$ cat config.mk
export PLATFORM = sky130hd
export DESIGN_NAME = avmm_cmd_master_flat
export DESIGN_NICKNAME = d
export VERILOG_FILES = /design/src/rtl/avmm_cmd_master_pkg.sv /design/src/rtl/avmm_cmd_master_if.sv /design/src/rtl/avmm_cmd_master_timeout_ctr.sv /design/src/rtl/avmm_cmd_master.sv /design/src/flat_wrapper.sv
export SDC_FILE = /design/constraint.sdc
export NUM_CORES = 1
export LEC_CHECK = 0
export BUFFER_PORTS_ARGS = -buffer_cell sky130_fd_sc_hd__buf_2
export CAP_MARGIN = 20
export CORE_ASPECT_RATIO = 1.75
export CORE_MARGIN = 4
export CORE_UTILIZATION = 40
export CTS_CLUSTER_SIZE = 28
export DETAILED_ROUTE_END_ITERATION = 8
export MAX_ROUTING_LAYER = met4
export PLACE_DENSITY_LB_ADDON = 0.05
export SLEW_MARGIN = 20
export SYNTH_ARGS = -nofsm -noshare
export SYNTH_HDL_FRONTEND = slang
export SYNTH_HIERARCHICAL = 1
export SYNTH_SLANG_ARGS = --single-unit
$ cat constraint.sdc
create_clock -name clk -period 3.55 [get_ports clk]
set_clock_uncertainty 0.05 [all_clocks]
set_input_delay 0.71 -clock clk [delete_from_list [all_inputs] [get_ports clk]]
set_output_delay 0.71 -clock clk [all_outputs]
set_load 0.02 [all_outputs]
$ cat src/rtl/avmm_cmd_master_pkg.sv
// Shared types for the Avalon-MM command master.
// States, response bundle and bus widths.
package avmm_cmd_master_pkg;

  localparam int DATA_W = 32;
  localparam int BE_W   = 4;

  typedef logic [2:0] state_t;

  localparam state_t IDLE    = 3'd0;
  localparam state_t WR_REQ  = 3'd1;
  localparam state_t RD_REQ  = 3'd2;
  localparam state_t RD_WAIT = 3'd3;
  localparam state_t RESP    = 3'd4;

  typedef struct packed {
    logic [DATA_W-1:0] readdata;
    logic              error;
  } rsp_t;

endpackage

$ cat src/rtl/avmm_cmd_master_if.sv
// Command, response and Avalon-MM signal bundle.
// master = the command master block, slave = its environment.
interface avmm_cmd_master_if #(
  parameter int ADDR_W = 8
);
  import avmm_cmd_master_pkg::*;

  logic              cmd_valid;
  logic              cmd_ready;
  logic              cmd_write;
  logic [ADDR_W-1:0] cmd_address;
  logic [DATA_W-1:0] cmd_writedata;
  logic [BE_W-1:0]   cmd_byteenable;

  logic              rsp_valid;
  logic              rsp_ready;
  logic [DATA_W-1:0] rsp_readdata;
  logic              rsp_error;

  logic [ADDR_W-1:0] avm_address;
  logic              avm_read;
  logic              avm_write;
  logic [DATA_W-1:0] avm_writedata;
  logic [BE_W-1:0]   avm_byteenable;
  logic              avm_waitrequest;
  logic [DATA_W-1:0] avm_readdata;
  logic              avm_readdatavalid;

  modport master (
    input  cmd_valid, cmd_write, cmd_address,
    input  cmd_writedata, cmd_byteenable,
    output cmd_ready,
    output rsp_valid, rsp_readdata, rsp_error,
    input  rsp_ready,
    output avm_address, avm_read, avm_write,
    output avm_writedata, avm_byteenable,
    input  avm_waitrequest, avm_readdata,
    input  avm_readdatavalid
  );

  modport slave (
    output cmd_valid, cmd_write, cmd_address,
    output cmd_writedata, cmd_byteenable,
    input  cmd_ready,
    input  rsp_valid, rsp_readdata, rsp_error,
    output rsp_ready,
    input  avm_address, avm_read, avm_write,
    input  avm_writedata, avm_byteenable,
    output avm_waitrequest, avm_readdata,
    output avm_readdatavalid
  );

endinterface

$ cat src/rtl/avmm_cmd_master_timeout_ctr.sv
// Per-transfer cycle counter; expired at CYCLES-1.
// Used only when AVMM_CMD_MASTER_TIMEOUT_EN is defined.
module avmm_timeout_ctr #(
  parameter int CYCLES = 1024
) (
  input  logic clk,
  input  logic reset,
  input  logic clear,
  input  logic enable,
  output logic expired
);

  localparam int W = $clog2(CYCLES + 1);

  logic [W-1:0] cnt;

  assign expired = (cnt == W'(CYCLES - 1));

  always_ff @(posedge clk) begin
    if (reset || clear) begin
      cnt <= '0;
    end else if (enable && !expired) begin
      cnt <= cnt + 1'b1;
    end
  end

endmodule

$ cat src/rtl/avmm_cmd_master.sv
// Avalon-MM initiator: one command in, one transfer, one response.
// Optional AVMM_CMD_MASTER_TIMEOUT_EN adds a per-transfer timeout.
module avmm_cmd_master
  import avmm_cmd_master_pkg::*;
#(
  parameter int ADDR_W = 8
`ifdef AVMM_CMD_MASTER_TIMEOUT_EN
  , parameter int TIMEOUT_CYCLES = 1024
`endif
) (
  input logic           clk,
  input logic           reset,
  avmm_cmd_master_if.master bus
);

  state_t            state;
  logic              cmd_rdy;
  logic              rsp_vld;
  rsp_t              rsp_q;
  logic              rd;
  logic              wr;
  logic [ADDR_W-1:0] addr;
  logic [DATA_W-1:0] wdata;
  logic [BE_W-1:0]   be;
  logic              cmd_fire;
  logic              tmo;

  assign cmd_fire = bus.cmd_valid && cmd_rdy;

`ifdef AVMM_CMD_MASTER_TIMEOUT_EN
  logic busy;

  assign busy = (state == WR_REQ) ||
                (state == RD_REQ) ||
                (state == RD_WAIT);

  avmm_timeout_ctr #(
    .CYCLES (TIMEOUT_CYCLES)
  ) u_tmo (
    .clk     (clk),
    .reset   (reset),
    .clear   (cmd_fire),
    .enable  (busy),
    .expired (tmo)
  );
`else
  assign tmo = 1'b0;
`endif

  // Timeout is tested first so it wins over a same-cycle accept.
  always_ff @(posedge clk) begin
    if (reset) begin
      state   <= IDLE;
      cmd_rdy <= 1'b0;
      rsp_vld <= 1'b0;
      rsp_q   <= '0;
      rd      <= 1'b0;
      wr      <= 1'b0;
      addr    <= '0;
      wdata   <= '0;
      be      <= '0;
    end else begin
      unique case (state)
        IDLE: begin
          cmd_rdy <= 1'b1;
          if (cmd_fire) begin
            cmd_rdy <= 1'b0;
            addr    <= bus.cmd_address;
            wdata   <= bus.cmd_writedata;
            be      <= bus.cmd_byteenable;
            if (bus.cmd_write) begin
              wr    <= 1'b1;
              state <= WR_REQ;
            end else begin
              rd    <= 1'b1;
              state <= RD_REQ;
            end
          end
        end
        WR_REQ: begin
          if (tmo) begin
            wr      <= 1'b0;
            rsp_q   <= '{readdata: '0, error: 1'b1};
            rsp_vld <= 1'b1;
            state   <= RESP;
          end else if (!bus.avm_waitrequest) begin
            wr      <= 1'b0;
            rsp_q   <= '{readdata: '0, error: 1'b0};
            rsp_vld <= 1'b1;
            state   <= RESP;
          end
        end
        RD_REQ: begin
          if (tmo) begin
            rd      <= 1'b0;
            rsp_q   <= '{readdata: '0, error: 1'b1};
            rsp_vld <= 1'b1;
            state   <= RESP;
          end else if (!bus.avm_waitrequest) begin
            rd <= 1'b0;
            if (bus.avm_readdatavalid) begin
              rsp_q   <= '{readdata: bus.avm_readdata,
                           error: 1'b0};
              rsp_vld <= 1'b1;
              state   <= RESP;
            end else begin
              state <= RD_WAIT;
            end
          end
        end
        RD_WAIT: begin
          if (tmo) begin
            rsp_q   <= '{readdata: '0, error: 1'b1};
            rsp_vld <= 1'b1;
            state   <= RESP;
          end else if (bus.avm_readdatavalid) begin
            rsp_q   <= '{readdata: bus.avm_readdata,
                         error: 1'b0};
            rsp_vld <= 1'b1;
            state   <= RESP;
          end
        end
        RESP: begin
          if (bus.rsp_ready) begin
            rsp_vld <= 1'b0;
            cmd_rdy <= 1'b1;
            state   <= IDLE;
          end
        end
        default: begin
          state   <= IDLE;
          cmd_rdy <= 1'b0;
          rsp_vld <= 1'b0;
          rd      <= 1'b0;
          wr      <= 1'b0;
        end
      endcase
    end
  end

  assign bus.cmd_ready      = cmd_rdy;
  assign bus.rsp_valid      = rsp_vld;
  assign bus.rsp_readdata   = rsp_q.readdata;
  assign bus.rsp_error      = rsp_q.error;
  assign bus.avm_address    = addr;
  assign bus.avm_read       = rd;
  assign bus.avm_write      = wr;
  assign bus.avm_writedata  = wdata;
  assign bus.avm_byteenable = be;

endmodule

$ cat src/flat_wrapper.sv
// flat-port wrapper written by rule: the top's interface ports become plain ports
module avmm_cmd_master_flat import avmm_cmd_master_pkg::*;
#(
  parameter int ADDR_W = 8

)
  (clk, reset, bus_cmd_valid, bus_cmd_write, bus_cmd_address, bus_cmd_writedata, bus_cmd_byteenable, bus_cmd_ready, bus_rsp_valid, bus_rsp_readdata, bus_rsp_error, bus_rsp_ready, bus_avm_address, bus_avm_read, bus_avm_write, bus_avm_writedata, bus_avm_byteenable, bus_avm_waitrequest, bus_avm_readdata, bus_avm_readdatavalid);
  avmm_cmd_master_if #(.ADDR_W(ADDR_W)) bus_i ();
  input logic clk;
  input logic reset;
  input wire logic [$bits(bus_i.cmd_valid)-1:0] bus_cmd_valid;
  input wire logic [$bits(bus_i.cmd_write)-1:0] bus_cmd_write;
  input wire logic [$bits(bus_i.cmd_address)-1:0] bus_cmd_address;
  input wire logic [$bits(bus_i.cmd_writedata)-1:0] bus_cmd_writedata;
  input wire logic [$bits(bus_i.cmd_byteenable)-1:0] bus_cmd_byteenable;
  output wire logic [$bits(bus_i.cmd_ready)-1:0] bus_cmd_ready;
  output wire logic [$bits(bus_i.rsp_valid)-1:0] bus_rsp_valid;
  output wire logic [$bits(bus_i.rsp_readdata)-1:0] bus_rsp_readdata;
  output wire logic [$bits(bus_i.rsp_error)-1:0] bus_rsp_error;
  input wire logic [$bits(bus_i.rsp_ready)-1:0] bus_rsp_ready;
  output wire logic [$bits(bus_i.avm_address)-1:0] bus_avm_address;
  output wire logic [$bits(bus_i.avm_read)-1:0] bus_avm_read;
  output wire logic [$bits(bus_i.avm_write)-1:0] bus_avm_write;
  output wire logic [$bits(bus_i.avm_writedata)-1:0] bus_avm_writedata;
  output wire logic [$bits(bus_i.avm_byteenable)-1:0] bus_avm_byteenable;
  input wire logic [$bits(bus_i.avm_waitrequest)-1:0] bus_avm_waitrequest;
  input wire logic [$bits(bus_i.avm_readdata)-1:0] bus_avm_readdata;
  input wire logic [$bits(bus_i.avm_readdatavalid)-1:0] bus_avm_readdatavalid;
  assign bus_i.cmd_valid = bus_cmd_valid;
  assign bus_i.cmd_write = bus_cmd_write;
  assign bus_i.cmd_address = bus_cmd_address;
  assign bus_i.cmd_writedata = bus_cmd_writedata;
  assign bus_i.cmd_byteenable = bus_cmd_byteenable;
  assign bus_cmd_ready = bus_i.cmd_ready;
  assign bus_rsp_valid = bus_i.rsp_valid;
  assign bus_rsp_readdata = bus_i.rsp_readdata;
  assign bus_rsp_error = bus_i.rsp_error;
  assign bus_i.rsp_ready = bus_rsp_ready;
  assign bus_avm_address = bus_i.avm_address;
  assign bus_avm_read = bus_i.avm_read;
  assign bus_avm_write = bus_i.avm_write;
  assign bus_avm_writedata = bus_i.avm_writedata;
  assign bus_avm_byteenable = bus_i.avm_byteenable;
  assign bus_i.avm_waitrequest = bus_avm_waitrequest;
  assign bus_i.avm_readdata = bus_avm_readdata;
  assign bus_i.avm_readdatavalid = bus_avm_readdatavalid;
  avmm_cmd_master #(.ADDR_W(ADDR_W)) u_core (.clk(clk), .reset(reset), .bus(bus_i));
endmodule
# Word-level counts from Yosys, hierarchy flattened
# Cells that the tools add are included.
[totals]
register_bits = 84
latchBits = 0
mem_bits_rw = 0
rom_bits = 0
in_bits = 83
out_inout_bits = 81
word_cells = 65
memories = 0
[op_classes]
n_addsub = 0
n_mul = 0
div = 0
magnitude_cmp = 0
n_eq_ne = 11
shift = 0
n_mux = 27
n_bitwise = 4
reduce_logical = 13
[ops]
columns = ["cell", "n"]
rows = [
  ["2-to-1 mux 33 bit", 3],
  ["case mux 33 bit (3 select lines)", 1],
  ["2-to-1 mux 3 bit", 6],
  ["case mux 3 bit (5 select lines)", 1],
  ["inequality test 2 bit (second input constant)", 6],
  ["AND reduction 4 bit", 3],
  ["2-to-1 mux 1 bit", 11],
  ["case mux 1 bit (3 select lines)", 3],
  ["OR reduction 3 bit", 3],
  ["equality test 3 x 2 -> 1 bit (second input constant)", 2],
  ["case mux 1 bit (5 select lines)", 1],
  ["AND reduction 5 bit", 1],
  ["inverter 1 bit", 4],
  ["AND reduction 2 bit", 2],
  ["equality test 3 x 1 -> 1 bit (second input constant)", 1],
  ["equality test 3 bit (second input constant)", 1],
  ["zero test 3 bit", 1],
  ["AND reduction 3 bit", 1],
  ["nonzero test 3 bit", 1],
  ["2-to-1 mux 2 bit", 1],
  ["inequality test 2 x 1 -> 1 bit (second input constant)", 1],
  ["logical AND 1 bit", 1],
]

# Logic depth before layout (Yosys ltp)
# Gate-level depths: netlist of the first run.
[logic_depth]
word_depth = 4
mapped_depth = 7

# Worst setup path before layout of the first run
# Ideal clock, no wire load.
[synth_timing]
path_type = "input to register"
from = "input port reset"
to = "register u_core.addr[0], in the netlist u_core/bus.avm_address[0]"
setup_ns = 0.132
arrival_ns = 1.532
t_required_ns = 3.368
path_slack_ns = 1.835
cell_stages = 4
cell_sequence = "clkbuf_1 clkbuf_1 clkbuf_1 a21oi_1"
[synth_rtl]
columns = ["item", "line_no", "rtl"]
rows = [
  ["start: declaration", "flat_wrapper.sv:10", "input logic reset;"],
  ["end signal: assignment", "avmm_cmd_master.sv:68", "addr <= bus.cmd_address;"],
  ["end: declaration", "avmm_cmd_master.sv:22", "logic [ADDR_W-1:0] addr;"],
]
# No word-level cell between the ends.

# Worst setup path after layout of the first run
[layout_timing]
from = "register u_core.state[1]"
to = "register u_core.rsp_q (netlist bit u_core/bus.rsp_readdata[30])"
[layout_between]
elab_chain_cells = 3
[layout_rtl]
columns = ["item", "line_no", "rtl"]
rows = [
  ["start: declaration", "avmm_cmd_master.sv:16", "state_t state;"],
  ["start signal: assignment", "avmm_cmd_master.sv:53", "state <= IDLE;"],
  ["start signal: assignment", "avmm_cmd_master.sv:73", "state <= WR_REQ;"],
  ["start signal: assignment", "avmm_cmd_master.sv:76", "state <= RD_REQ;"],
  ["equality test 3 x 1 -> 1 bit or equality test 3 x 2 -> 1 bit (tied branches)", "avmm_cmd_master.sv:63", "unique case (state)"],
  ["inequality test 2 bit (no source line) or nonzero test 3 bit (tied branches)", "-", ""],
  ["AND reduction 3 bit (no source line)", "-", ""],
  ["end signal: assignment", "avmm_cmd_master.sv:83", "rsp_q <= '{readdata: '0, error: 1'b1};"],
  ["end signal: assignment", "avmm_cmd_master.sv:88", "rsp_q <= '{readdata: '0, error: 1'b0};"],
  ["end signal: assignment", "avmm_cmd_master.sv:96", "rsp_q <= '{readdata: '0, error: 1'b1};"],
  ["end: declaration", "avmm_cmd_master.sv:19", "rsp_t rsp_q;"],
]
# Parallel ways exist; a longest one is shown, timed or not.
# A chain may end at the register's enable or synchronous reset.

==> qor.yml, run 1 <==
status: "completed"
layout_commonest_cell: "buf_2"
yosysWarnings: 6
ctsHoldBuffers: 0
cts_tree: "yes"
via_count: 3069
finalNonFillerCells: 661
final_layout_size_suffix_gt1_frac: 0.3358
min_from: "u_core/bus.avm_writedata[27]"
synth.avg_cell_area_um2: 8.609
period_share: 0.6577
dieArea_um2: 10080
p_sw_mw: 0.9337
nets: 623
grt-ovfl-total: 0
routedWlPerCell_um: 12.92
area.sequential_um2: 1662
rrSetupSlack_ns: 1.22
start_util: 0.4080
cp-start-kind: "flop"
gp_congestion: 0.8211
via_per_inst: 4.643
pin_count: 164
multiInputGateArea_um2: 1518
power.leakage_nw: 1.969
slew_violations: 0
crit_fanout: 32
cts.sinks: 83
ant_nets: 0
synth_cell_types: 33
min_path_type: "reg -> reg"
switching_share: 0.3188
grt_pass1_wl_um: 13810
drtPass1Iterations: 4
min_period_ns: 2.335
slew_headroom: 0.3539
synth-seq-cells: 83
max-cap-violations: 0
coreArea_um2: 8313
cp_data_arrival_time_ns: 2.53
synth.yosys.seq_area_share: 0.4899
die_w_um: 77.61
combPwrFrac: 0.264
placed_area_um2: 4168
clockRootBuffer: "clkbuf_16"
grtUsageTotal: 0.1736
num_rows: 44
post_cts_buffers: 0
io_buffers: 162
vdd_drop_max_mv: 0.4094
clk_pin_slew_worst_paths_ns: 0.06
fmax_mhz: 428.3
ctsHtreeMaxLevel: 3
p_int_mw: 1.995
path_class: "reg -> reg"
syn-instance-count: 394
drt_wl_total_um: 8539
numCtsBuffers: 9
r2r_start: "u_core/state[1]"
post_cts_resized: 0
seqPwrFrac: 0.393
grt_max_degree: 84
antenna_found_initial: 1
hold_depth: 2
rr_worst_depth: 4
drtIter0Drc: 156
syn_area_um2: 3392
post-place-cells: 644
holdWs_ns: 0.3998
power_frac_clock: 0.343
layout_common_cells: "162 x buf_2, 124 x nand2_1, 83 x dfxtp_1"
setup_viol: 0
clock_path_buffers: 2
fin_tns_setup_ns: 0
dp_hpwl_um: 5951
grt_pass1_vias: 3075
worst_pin_slew_ns: 0.9691
die_h_um: 129.8
pre_cts_slack_ns: 1.189
clk-insertion-delay-late_ns: 0.32
crit_path_end_kind: "flop"
rr_endpoint: "u_core/bus.rsp_readdata[30]"
power_density_nw_per_um2: 651.0
area_growth_pct: 32.64
utilization: 0.5412
finalPower_mw: 2.929
report.final.hold_viol_count: 0
required_ns: 3.74
drc_errors: 0
fin_ws_ns: 1.215
fillers: 816
hold_end: "u_core/bus.avm_writedata[27]"
design_area_um2: 4499
synth_nets: 477
rsz0062_at_grt: "no"
## metal layers
layer / global-route usage / vias to the layer above / part of all wire
met4: 0.05660 / 0 / 0.011
met5: - / - / 0
met1: 0.1836 / 1377 / 0.41
li1: - / 1573 / -
met3: 0.04972 / 8 / 0.063
met2: 0.3091 / 111 / 0.52
## flip-flops by register name, indices dropped and copies added (netlist names)
signal,count
u_core/bus.avm_address,8
u_core/bus.avm_byteenable,4
u_core/bus.avm_read,1
u_core/bus.avm_write,1
u_core/bus.avm_writedata,32
u_core/bus.cmd_ready,1
u_core/bus.rsp_readdata,32
u_core/bus.rsp_valid,1
u_core/state,3
## Yosys cell counts, drive strengths merged
cell type,n,area [um^2]
a22o,1,8.760
o21ai,2,10.00
inv,1,3.750
a21oi,47,235.2
nor3,5,25.02
buf,21,172.7
o21bai,1,7.510
or2,1,6.260
mux2i,36,360.4
nand3,2,10.01
and3,1,6.260
nor2,6,22.52
nand2,124,465.5
conb,1,3.750
a31oi,1,6.260
o211ai,1,7.510
o22a,1,8.760
dfxtp,83,1662
nor2b,3,18.77
nor4,2,27.53
clkbuf,10,37.54
nand2b,33,206.5
a211oi,3,22.52
o31a,1,8.760
nand4,1,6.260
o31ai,1,7.510
nor3b,1,7.510
and2,3,18.77
xor2,1,8.760
## layout make-up
type / count / share of cell area
clock inverter: 4 / 0.01613
clock buffer: 12 / 0.05701
multi-input combinational: 279 / 0.3373
timing repair buffer: 166 / 0.1869
tap: 115 / 0.03198
sequential: 83 / 0.3693
inverter: 1 / 0.0008343
antenna: 1 / 0.0005562
## kinds of logic (layout without fill, tap and decap cells)
group	count (synthesis)	count (layout)	synth area share
simple gates	182	182	0.2420
xor+xnor	1	1	0.002583
compound gates	59	59	0.09517
other cells	1	2	0.001106
flops	83	83	0.4899
buf+inv	32	183	0.06307
mux	36	36	0.1062
## worst max-delay path by stage
stage                           from                           to  slack, ns  cells past startpoint
5_1_grt              u_core/state[1]  u_core/bus.rsp_readdata[24]       1.02                      4
6_report             u_core/state[1]  u_core/bus.rsp_readdata[30]       1.22                      4
2_1_floorplan                  reset    u_core/bus.avm_address[0]       1.84                      4
3_5_place_dp   bus_avm_readdatavalid  u_core/bus.rsp_readdata[30]       1.19                      5
4_1_cts              u_core/state[1]  u_core/bus.rsp_readdata[30]       1.19                      4
3_3_place_gp   bus_avm_readdatavalid  u_core/bus.rsp_readdata[30]       1.26                      5
## critical path, stage by stage, from the launching register on
cell	delay (ns)
dfxtp_1	0.72
mux2i_1	0.19
o21ai_1	0.18
and2_2	0.82
mux2i_1	0.28
## power groups by stage
stage	Clock (mW)	Sequential [mW]	Combinational [mW]
detailed placement	0	1.17	0.786
finish	1.00	1.15	0.774
global placement	0	1.17	0.783
global route	1.07	1.17	0.861
floorplan	0	1.26	0.500
CTS	1.03	1.15	0.789
(Power assumes the default switching activity.)
==> inputs of run 2 (changes only) <==
==> constraint.sdc (replaced) <==
create_clock -name clk -period 1.95 [get_ports clk]
set_clock_uncertainty 0.05 [all_clocks]
set_input_delay 0.39 -clock clk [delete_from_list [all_inputs] [get_ports clk]]
set_output_delay 0.39 -clock clk [all_outputs]
set_load 0.02 [all_outputs]
==> run 2 against run 1 <==
- cell area grew 1.5%
- sequential power grew 79%
- critical path type unchanged
- power grew 83%
==> qor.yml, run 2 (same netlist as run 1, synthesis figures left out) <==
status: "completed"
drtPass1Iterations: 4
power.leakage_nw: 2.001
die_w_um: 77.61
slew_violations: 0
dp_hpwl_um: 6033
design_area_um2: 4567
hold_depth: 3
r2r_start: "u_core/state[2]"
drt_wl_total_um: 8587
p_int_mw: 3.631
required_ns: 2.16
via_per_inst: 4.649
crit_fanout: 10
grt_pass1_vias: 2954
finalNonFillerCells: 664
clk-insertion-delay-late_ns: 0.33
hold_end: "u_core/bus.avm_writedata[31]"
period_share: 0.8625
gp_congestion: 0.8199
power_frac_clock: 0.331
vdd_drop_max_mv: 0.6412
rrSetupSlack_ns: 0.27
fin_tns_setup_ns: 0
seqPwrFrac: 0.384
min_from: "bus_cmd_writedata[31]"
drc_errors: 0
clock_path_buffers: 2
rsz0062_at_grt: "no"
io_buffers: 162
cp_data_arrival_time_ns: 1.89
area_growth_pct: 34.64
fillers: 829
antenna_cells: 0
multiInputGateArea_um2: 1518
setup_viol: 0
final_layout_size_suffix_gt1_frac: 0.3406
ctsHoldBuffers: 0
rr_endpoint: "u_core/state[1]"
fin_ws_ns: 0.2682
numCtsBuffers: 9
path_delay_family: "flip-flops"
crit_chain: "inv_1, and3_1, a211oi_1, mux2i_1"
die_h_um: 129.8
post_cts_resized: 0
power_density_nw_per_um2: 1175
min_path_type: "in -> reg"
fmax_mhz: 594.6
layout_common_cells: "162 x buf_2, 124 x nand2_1, 83 x dfxtp_1"
post_cts_buffers: 0
ctsHtreeMaxLevel: 3
crit_path_end_kind: "flop"
antenna_found_initial: 0
grt_pass1_wl_um: 13910
clk_pin_slew_worst_paths_ns: 0.06
utilization: 0.5494
path_class: "reg -> reg"
crit_slowest_cell: "dfxtp_1"
cts.sinks: 83
holdWs_ns: 0.2400
pin_count: 164
start_util: 0.4080
grt-ovfl-total: 0
coreArea_um2: 8313
nets: 627
area.sequential_um2: 1662
min_period_ns: 1.682
combPwrFrac: 0.285
cts_tree: "yes"
worst-path-buf-inv: 1
clockRootBuffer: "clkbuf_16"
p_sw_mw: 1.737
slowest_delay_ns: 0.56
pre_cts_slack_ns: 0.3104
report.final.hold_viol_count: 0
layout_commonest_cell: "buf_2"
via_count: 3087
drtIter0Drc: 141
routedWlPerCell_um: 12.93
placed_area_um2: 4248
max-cap-violations: 0
grtUsageTotal: 0.1773
dieArea_um2: 10080
rr_worst_depth: 4
post-place-cells: 648
ant_nets: 0
num_rows: 44
cp-start-kind: "flop"
switching_share: 0.3236
finalPower_mw: 5.368
grt_max_degree: 84
==> run 2: changes by cell type in the layout (fill, tap and decap cells not counted), sizes merged <==
| cell | before | now |
|---|---|---|
| clkbuf | 12 | 10 |
| clkinv | 1 | 3 |
| diode | 1 | 0 |
| buf | 166 | 170 |
==> run 2: how the worst max path moves through the flow <==
stage	start	end	slack, ns	depth (start not counted)
6_report	u_core/state[2]	u_core/state[1]	0.27	4
5_1_grt	u_core/state[2]	u_core/state[1]	0.11	4
4_1_cts	u_core/state[2]	u_core/state[1]	0.30	4
3_5_place_dp	u_core/state[2]	u_core/state[1]	0.31	4
3_3_place_gp	u_core/state[2]	u_core/state[1]	0.39	4
2_1_floorplan	u_core/bus.cmd_ready	u_core/bus.avm_address[0]	0.43	5
==> run 2: per-layer routing <==
| metal | wire length [um] | part of all wire | vias to the layer above | track usage |
|---|---|---|---|---|
| li1 | - | - | 1581 | - |
| met1 | 3515 | 0.41 | 1406 | 0.2010 |
| met2 | 4445 | 0.52 | 96 | 0.2944 |
| met3 | 553 | 0.064 | 4 | 0.05663 |
| met4 | 72 | 0.0084 | 0 | 0.05975 |
| met5 | 0 | 0 | - | - |
==> run 2: worst reg2reg max path, cell delays in order (launching register included) <==
cell and delay [ns]:
dfxtp_1 0.56, inv_1 0.22, and3_1 0.23, a211oi_1 0.34, mux2i_1 0.22
==> run 2: power groups by stage <==
stage | sequential [mW] | combinational [mW] | clock, mW
after detailed placement | 2.10 | 1.55 | 0
after global placement | 2.09 | 1.53 | 0
final | 2.06 | 1.53 | 1.78
after global routing | 2.09 | 1.70 | 1.92
after floorplan | 2.30 | 0.910 | 0
after CTS | 2.06 | 1.55 | 1.84
==> run 2: layout make-up <==
class,instances,share of cell area
clock inverters,6,0.01973
repair buffers,170,0.2016
multi-input cells,279,0.3323
inverters,1,0.0008219
flip-flops and latches,83,0.3638
well taps,115,0.03151
clock buffers,10,0.05014
